### config.mk
export PLATFORM = sky130hd
export DESIGN_NAME = sap3_ext_mem_bridge_flat
export DESIGN_NICKNAME = d
export VERILOG_FILES = /design/src/rtl/sap3_ext_mem_bridge_if.sv /design/src/rtl/sap3_ext_mem_bridge.sv /design/src/flat_wrapper.sv
export SDC_FILE = /design/constraint.sdc
export NUM_CORES = 1
export LEC_CHECK = 0
export BUFFER_PORTS_ARGS = -buffer_cell sky130_fd_sc_hd__buf_2
export CORE_MARGIN = 2
export CORE_UTILIZATION = 50
export CTS_CLUSTER_SIZE = 28
export DETAILED_ROUTE_END_ITERATION = 8
export GPL_TIMING_DRIVEN = 0
export PLACE_DENSITY = 0.76
export RECOVER_POWER = 25
export SLEW_MARGIN = 10
export SYNTH_ARGS = -nofsm -noshare
export SYNTH_HDL_FRONTEND = slang
export SYNTH_SLANG_ARGS = --single-unit
export TNS_END_PERCENT = 50
### constraint.sdc
create_clock -name clk -period 6.1 [get_ports clk]
set_clock_uncertainty 0.2 [all_clocks]
set_input_delay 0.915 -clock clk [delete_from_list [all_inputs] [get_ports clk]]
set_output_delay 0.915 -clock clk [all_outputs]
set_load 0.005 [all_outputs]
### src/rtl/sap3_ext_mem_bridge_if.sv
// Core-side strobes and external pad bus of the SAP-3 memory bridge.
// The bridge uses the slave view; the core/pad side uses the master view.
interface sap3_ext_mem_bridge_if;
  logic [15:0] core_bus;
  logic        core_mar_we;
  logic        core_ram_we;
  logic        core_rd_req;
  logic        core_busy;
  logic [7:0]  core_rd_data;
  logic        core_rd_valid;
  logic [7:0]  pad_in;
  logic [7:0]  pad_out;
  logic [7:0]  pad_oe;
  logic        pad_ale_hi;
  logic        pad_ale_lo;
  logic        pad_we;
  logic        pad_re;

  modport slave (
    input  core_bus, core_mar_we, core_ram_we, core_rd_req, pad_in,
    output core_busy, core_rd_data, core_rd_valid,
    output pad_out, pad_oe, pad_ale_hi, pad_ale_lo, pad_we, pad_re
  );

  modport master (
    output core_bus, core_mar_we, core_ram_we, core_rd_req, pad_in,
    input  core_busy, core_rd_data, core_rd_valid,
    input  pad_out, pad_oe, pad_ale_hi, pad_ale_lo, pad_we, pad_re
  );
endinterface

### src/rtl/sap3_ext_mem_bridge.sv
// SAP-3 external memory bridge: sequences core accesses onto a byte-wide
// multiplexed pad bus (address-high, address-low, then write or read phase).
// Address phases are skipped while the external latch still holds the
// current address. Every output is a flop driven from the next-state values.
module sap3_ext_mem_bridge #(
  parameter int unsigned RD_WAIT = 1
) (
  input  logic                        clk,
  input  logic                        rst_n,
  sap3_ext_mem_bridge_if.slave        bus
);

  localparam logic [3:0] RD_WAIT_C = 4'(RD_WAIT);

  typedef enum logic [2:0] {
    S_IDLE,
    S_ADDR_HI,
    S_ADDR_LO,
    S_WR,
    S_RD
  } state_t;

  typedef enum logic {
    OP_WR,
    OP_RD
  } op_t;

  state_t      state_q, state_d;
  op_t         op_q, op_d;
  logic [15:0] addr_q, addr_d;
  logic [7:0]  wdata_q, wdata_d;
  logic        dirty_q, dirty_d;
  logic [3:0]  cnt_q, cnt_d;

  logic [7:0]  rd_data_q, rd_data_d;
  logic        rd_valid_q, rd_valid_d;
  logic        busy_q, busy_d;
  logic [7:0]  pad_out_q, pad_out_d;
  logic [7:0]  pad_oe_q, pad_oe_d;
  logic        ale_hi_q, ale_hi_d;
  logic        ale_lo_q, ale_lo_d;
  logic        we_q, we_d;
  logic        re_q, re_d;

  // Next-state sequencing plus pad/core outputs decoded from the next state
  always_comb begin
    state_d    = state_q;
    op_d       = op_q;
    addr_d     = addr_q;
    wdata_d    = wdata_q;
    dirty_d    = dirty_q;
    cnt_d      = cnt_q;
    rd_data_d  = rd_data_q;
    rd_valid_d = 1'b0;

    unique case (state_q)
      S_IDLE: begin
        if (bus.core_mar_we) begin
          addr_d  = bus.core_bus;
          dirty_d = 1'b1;
        end
        // A write takes priority; a simultaneous read request is dropped.
        if (bus.core_ram_we) begin
          wdata_d = bus.core_bus[7:0];
          op_d    = OP_WR;
        end else if (bus.core_rd_req) begin
          op_d    = OP_RD;
        end
        if (bus.core_ram_we || bus.core_rd_req) begin
          if (dirty_q || bus.core_mar_we) begin
            state_d = S_ADDR_HI;
          end else if (bus.core_ram_we) begin
            state_d = S_WR;
          end else begin
            state_d = S_RD;
            cnt_d   = RD_WAIT_C;
          end
        end
      end
      S_ADDR_HI: state_d = S_ADDR_LO;
      S_ADDR_LO: begin
        dirty_d = 1'b0;
        if (op_q == OP_WR) begin
          state_d = S_WR;
        end else begin
          state_d = S_RD;
          cnt_d   = RD_WAIT_C;
        end
      end
      S_WR: state_d = S_IDLE;
      S_RD: begin
        if (cnt_q == 4'd0) begin
          rd_data_d  = bus.pad_in;
          rd_valid_d = 1'b1;
          state_d    = S_IDLE;
        end else begin
          cnt_d = cnt_q - 4'd1;
        end
      end
      default: state_d = S_IDLE;
    endcase

    // Decode the pad view of the state being entered so outputs stay Moore
    pad_out_d = 8'h00;
    pad_oe_d  = 8'h00;
    ale_hi_d  = 1'b0;
    ale_lo_d  = 1'b0;
    we_d      = 1'b0;
    re_d      = 1'b0;
    busy_d    = (state_d != S_IDLE);
    unique case (state_d)
      S_ADDR_HI: begin
        pad_out_d = addr_d[15:8];
        pad_oe_d  = 8'hFF;
        ale_hi_d  = 1'b1;
      end
      S_ADDR_LO: begin
        pad_out_d = addr_d[7:0];
        pad_oe_d  = 8'hFF;
        ale_lo_d  = 1'b1;
      end
      S_WR: begin
        pad_out_d = wdata_d;
        pad_oe_d  = 8'hFF;
        we_d      = 1'b1;
      end
      S_RD: re_d = 1'b1;
      default: ;
    endcase
  end

  // State and output registers; reset aborts any access in flight
  always_ff @(posedge clk) begin
    if (!rst_n) begin
      state_q    <= S_IDLE;
      op_q       <= OP_WR;
      addr_q     <= 16'h0000;
      wdata_q    <= 8'h00;
      dirty_q    <= 1'b1;
      cnt_q      <= 4'd0;
      rd_data_q  <= 8'h00;
      rd_valid_q <= 1'b0;
      busy_q     <= 1'b0;
      pad_out_q  <= 8'h00;
      pad_oe_q   <= 8'h00;
      ale_hi_q   <= 1'b0;
      ale_lo_q   <= 1'b0;
      we_q       <= 1'b0;
      re_q       <= 1'b0;
    end else begin
      state_q    <= state_d;
      op_q       <= op_d;
      addr_q     <= addr_d;
      wdata_q    <= wdata_d;
      dirty_q    <= dirty_d;
      cnt_q      <= cnt_d;
      rd_data_q  <= rd_data_d;
      rd_valid_q <= rd_valid_d;
      busy_q     <= busy_d;
      pad_out_q  <= pad_out_d;
      pad_oe_q   <= pad_oe_d;
      ale_hi_q   <= ale_hi_d;
      ale_lo_q   <= ale_lo_d;
      we_q       <= we_d;
      re_q       <= re_d;
    end
  end

  assign bus.core_busy     = busy_q;
  assign bus.core_rd_data  = rd_data_q;
  assign bus.core_rd_valid = rd_valid_q;
  assign bus.pad_out       = pad_out_q;
  assign bus.pad_oe        = pad_oe_q;
  assign bus.pad_ale_hi    = ale_hi_q;
  assign bus.pad_ale_lo    = ale_lo_q;
  assign bus.pad_we        = we_q;
  assign bus.pad_re        = re_q;

endmodule

### src/flat_wrapper.sv
// flat-port wrapper written by rule: the top's interface ports become plain ports
module sap3_ext_mem_bridge_flat 
#(
  parameter int unsigned RD_WAIT = 1
)
  (clk, rst_n, bus_core_bus, bus_core_mar_we, bus_core_ram_we, bus_core_rd_req, bus_pad_in, bus_core_busy, bus_core_rd_data, bus_core_rd_valid, bus_pad_out, bus_pad_oe, bus_pad_ale_hi, bus_pad_ale_lo, bus_pad_we, bus_pad_re);
  sap3_ext_mem_bridge_if bus_i ();
  input  logic clk;
  input  logic rst_n;
  input wire logic [$bits(bus_i.core_bus)-1:0] bus_core_bus;
  input wire logic [$bits(bus_i.core_mar_we)-1:0] bus_core_mar_we;
  input wire logic [$bits(bus_i.core_ram_we)-1:0] bus_core_ram_we;
  input wire logic [$bits(bus_i.core_rd_req)-1:0] bus_core_rd_req;
  input wire logic [$bits(bus_i.pad_in)-1:0] bus_pad_in;
  output wire logic [$bits(bus_i.core_busy)-1:0] bus_core_busy;
  output wire logic [$bits(bus_i.core_rd_data)-1:0] bus_core_rd_data;
  output wire logic [$bits(bus_i.core_rd_valid)-1:0] bus_core_rd_valid;
  output wire logic [$bits(bus_i.pad_out)-1:0] bus_pad_out;
  output wire logic [$bits(bus_i.pad_oe)-1:0] bus_pad_oe;
  output wire logic [$bits(bus_i.pad_ale_hi)-1:0] bus_pad_ale_hi;
  output wire logic [$bits(bus_i.pad_ale_lo)-1:0] bus_pad_ale_lo;
  output wire logic [$bits(bus_i.pad_we)-1:0] bus_pad_we;
  output wire logic [$bits(bus_i.pad_re)-1:0] bus_pad_re;
  assign bus_i.core_bus = bus_core_bus;
  assign bus_i.core_mar_we = bus_core_mar_we;
  assign bus_i.core_ram_we = bus_core_ram_we;
  assign bus_i.core_rd_req = bus_core_rd_req;
  assign bus_i.pad_in = bus_pad_in;
  assign bus_core_busy = bus_i.core_busy;
  assign bus_core_rd_data = bus_i.core_rd_data;
  assign bus_core_rd_valid = bus_i.core_rd_valid;
  assign bus_pad_out = bus_i.pad_out;
  assign bus_pad_oe = bus_i.pad_oe;
  assign bus_pad_ale_hi = bus_i.pad_ale_hi;
  assign bus_pad_ale_lo = bus_i.pad_ale_lo;
  assign bus_pad_we = bus_i.pad_we;
  assign bus_pad_re = bus_i.pad_re;
  sap3_ext_mem_bridge #(.RD_WAIT(RD_WAIT)) u_core (.clk(clk), .rst_n(rst_n), .bus(bus_i));
endmodule
==> flow_metrics.tcl <==
set metrics [dict create \
    status "finished clean" \
    yosysWarnings 0 \
    synth_flop_cell "dfxtp_1" \
    clk_path_buf_depth 2 \
    clk_latency_ns 0.31 \
    finalPower_uw 852 \
    slew_viol_final 0 \
    nFillCells 398 \
    endpoint_kind "flip-flop" \
    dpl.hpwl_um 3140 \
    setup_viol 0 \
    slew-limit-headroom_pct 65.2 \
    ios 59 \
    wirelength_um 4520 \
    cts_tree "yes" \
    yosysTopAreaCellShare_pct 50.3 \
    syn2layout_area_growth_pct 20.4 \
    cts_resized 0 \
    rsz0062_at_grt "false" \
    cts_setup_buffers 0 \
    cts.sinks 56 \
    worstMarginPinSlew_ns 0.521 \
    antennaDiodeCount 0 \
    antenna_found_initial 0 \
    num_rows 24 \
    ys_seq_area_share_pct 50.3 \
    port_buffers 58 \
    min_period_over_period_pct 41.9 \
    cpLargestDelayFamily "buffers and inverters" \
    yosysUniqueCellTypes 36 \
    first_pass_iters 4 \
    leakagePower_uw 0.00124 \
    cp_max_fo 10 \
    dieArea_um2 5010 \
    vias_per_cell 5.07 \
    vias 1794 \
    h-tree-depth 2 \
    slowest_stage "clkbuf_1" \
    syn_nets 267 \
    grt_max_degree 18 \
    wl_per_cell_um 12.8 \
    synth-seq-cells 56 \
    required_ns 6.12 \
    crit_buf_inv 3 \
    die_h_um 70.8 \
    period_needed_ns 2.56 \
    synthArstFlopShare_pct 0 \
    track_usage_pct 19.4 \
    p_per_area_nw_per_um2 317 \
    crit_path_start_kind "flip-flop" \
    multi_input_area_um2 983 \
    crit_chain "clkbuf_1 > nor3_1 > and2_1 > buf_4 > clkbuf_1 > mux2i_1 > o221ai_1 > and2_1" \
    numCtsBuffers 5 \
    grt_pass1_wl_um 7760 \
    cts.reportedPaths.clkPinSlew_ns 0.10 \
    syn_inst 236 \
    grt_pass1_vias 1729 \
    hold_buffers 0 \
    drive_gt1_share_pct 26.5 \
    cts_root_buffer "clkbuf_8" \
    drtIter0Drc 101 \
    path_class "reg -> reg" \
    yosys.area.top_type "dfxtp_1" \
    gp_congestion 0.924 \
    synth_edf_count 0 \
    setup_tns_ns 0 \
    dieWidth_um 70.8 \
    timing.hold.ws_ns 0.261 \
    synth.cell_area_um2 2230 \
    syn_area_per_cell_um2 9.45 \
    design.core.area_um2 4320 \
    drc 0 \
    regArea_um2 1120 \
    nets 332 \
    cap_violations 0 \
    vdd_drop_max_uv 170 \
    overflow 0 \
    initial_core_util_pct 51.6 \
    synth_area_leaders "dfxtp_1 (50%), mux2i_1 (11%), nor2_1 (5.9%)" \
    hp-class "reg -> reg" \
    final-hold-violation-count 0 \
    fmax_mhz 391 \
    crit_arrival_ns 2.58 \
    ant_nets 0 \
    cp_slowest_stage_delay_ns 0.40 \
]
-- state kept, by name, indices dropped and copies added (netlist names) --
register,count
u_core.bus.pad_ale_lo,1
u_core.cnt_q,4
u_core.dirty_q,1
u_core.bus.pad_out,8
u_core.bus.core_rd_data,8
u_core.bus.pad_re,1
u_core.wdata_q,8
u_core.op_q,1
u_core.state_q,3
u_core.bus.core_busy,1
u_core.bus.pad_ale_hi,1
u_core.bus.pad_we,1
u_core.bus.core_rd_valid,1
u_core.bus.pad_oe,1
u_core.addr_q,16
-- layout make-up --
cell class	count	area share (%)
buffer	18	3.77
clock inverter	2	1.44
inverter	5	0.699
tap	52	2.42
clock buffer	6	2.70
sequential	56	41.8
multi-input combinational	157	36.6
timing repair buffer	58	10.6
-- logic make-up after synthesis --
kind of cell / synth area share (%)
flops: 50.3
simple gates: 20.1
buf+inv: 5.61
fa+ha+maj: 1.12
mux: 11.2
compound gates: 11.6
-- synthesized netlist by cell type (2+ instances only) --
library cell and count:
o21ai_2 2, dfxtp_1 56, o31ai_1 2, a31oi_1 3, nor3_1 3, inv_1 5
ha_1 2, nand2b_1 3, clkbuf_1 4, nand2_1 26, nor3b_1 3, and2_1 13
o21ai_0 4, buf_4 9, nor2_1 35, buf_2 4, o221ai_1 8, mux2i_1 25
a21oi_1 11, nand3_1 2
-- tightest hold or removal path, stage by stage, from the launching register on --
cell     delay, ns
dfxtp_1       0.32
nand2_1       0.05
a21oi_1       0.05
-- per-stage QoR --
stage          util [%]  instances  cell area, um2  setup WS, ns
6_report           62.1        354            2690          3.54
5_1_grt            62.1        354            2690          3.32
4_1_cts            62.4        354            2700          3.79
3_5_place_dp       59.8        346            2580          3.46
3_3_place_gp       59.8        346            2580          3.46
2_1_floorplan         -        236            2230          3.65
-- metal layers --
metal  vias to the layer above  share of wire (%)  track usage (%)
met5                         -                  0                0
li1                        921                  -                -
met1                       812                 46             24.5
met2                        55                 47             32.1
met4                         0                1.2             5.45
met3                         6                6.4             6.13
-- layout by cell type, fill, tap and decap left out, types with 2 or more instances in the layout --
| cell | count |
|---|---|
| nand2b_1 | 3 |
| nor3b_1 | 3 |
| buf_4 | 8 |
| buf_2 | 56 |
| nand2_1 | 26 |
| a31oi_1 | 3 |
| nor2_1 | 35 |
| ha_1 | 2 |
| inv_1 | 5 |
| o21ai_2 | 2 |
| a21oi_1 | 11 |
| nor3_1 | 3 |
| and2_1 | 12 |
| dfxtp_1 | 56 |
| o21ai_0 | 4 |
| mux2i_1 | 25 |
| o221ai_1 | 8 |
| clkbuf_1 | 13 |
| clkbuf_8 | 5 |
| nand3_1 | 2 |
| o31ai_1 | 2 |
-- final timing paths --
path                          start                    end  slack [ns]  cells past startpoint
hold reg to reg    u_core.addr_q[6]       u_core.addr_q[6]        0.26                      2
setup / recovery  u_core.state_q[0]  u_core.bus.pad_out[5]        3.54                      8
setup reg to reg  u_core.state_q[0]  u_core.bus.pad_out[5]        3.54                      8
hold / removal     u_core.addr_q[6]       u_core.addr_q[6]        0.26                      2
-- power breakdown --
part	internal, uW	switching [uW]
Combinational	86.4	105
Sequential	399	14.0
Clock	124	123
Note: power is estimated with default switching activity, not from simulation.
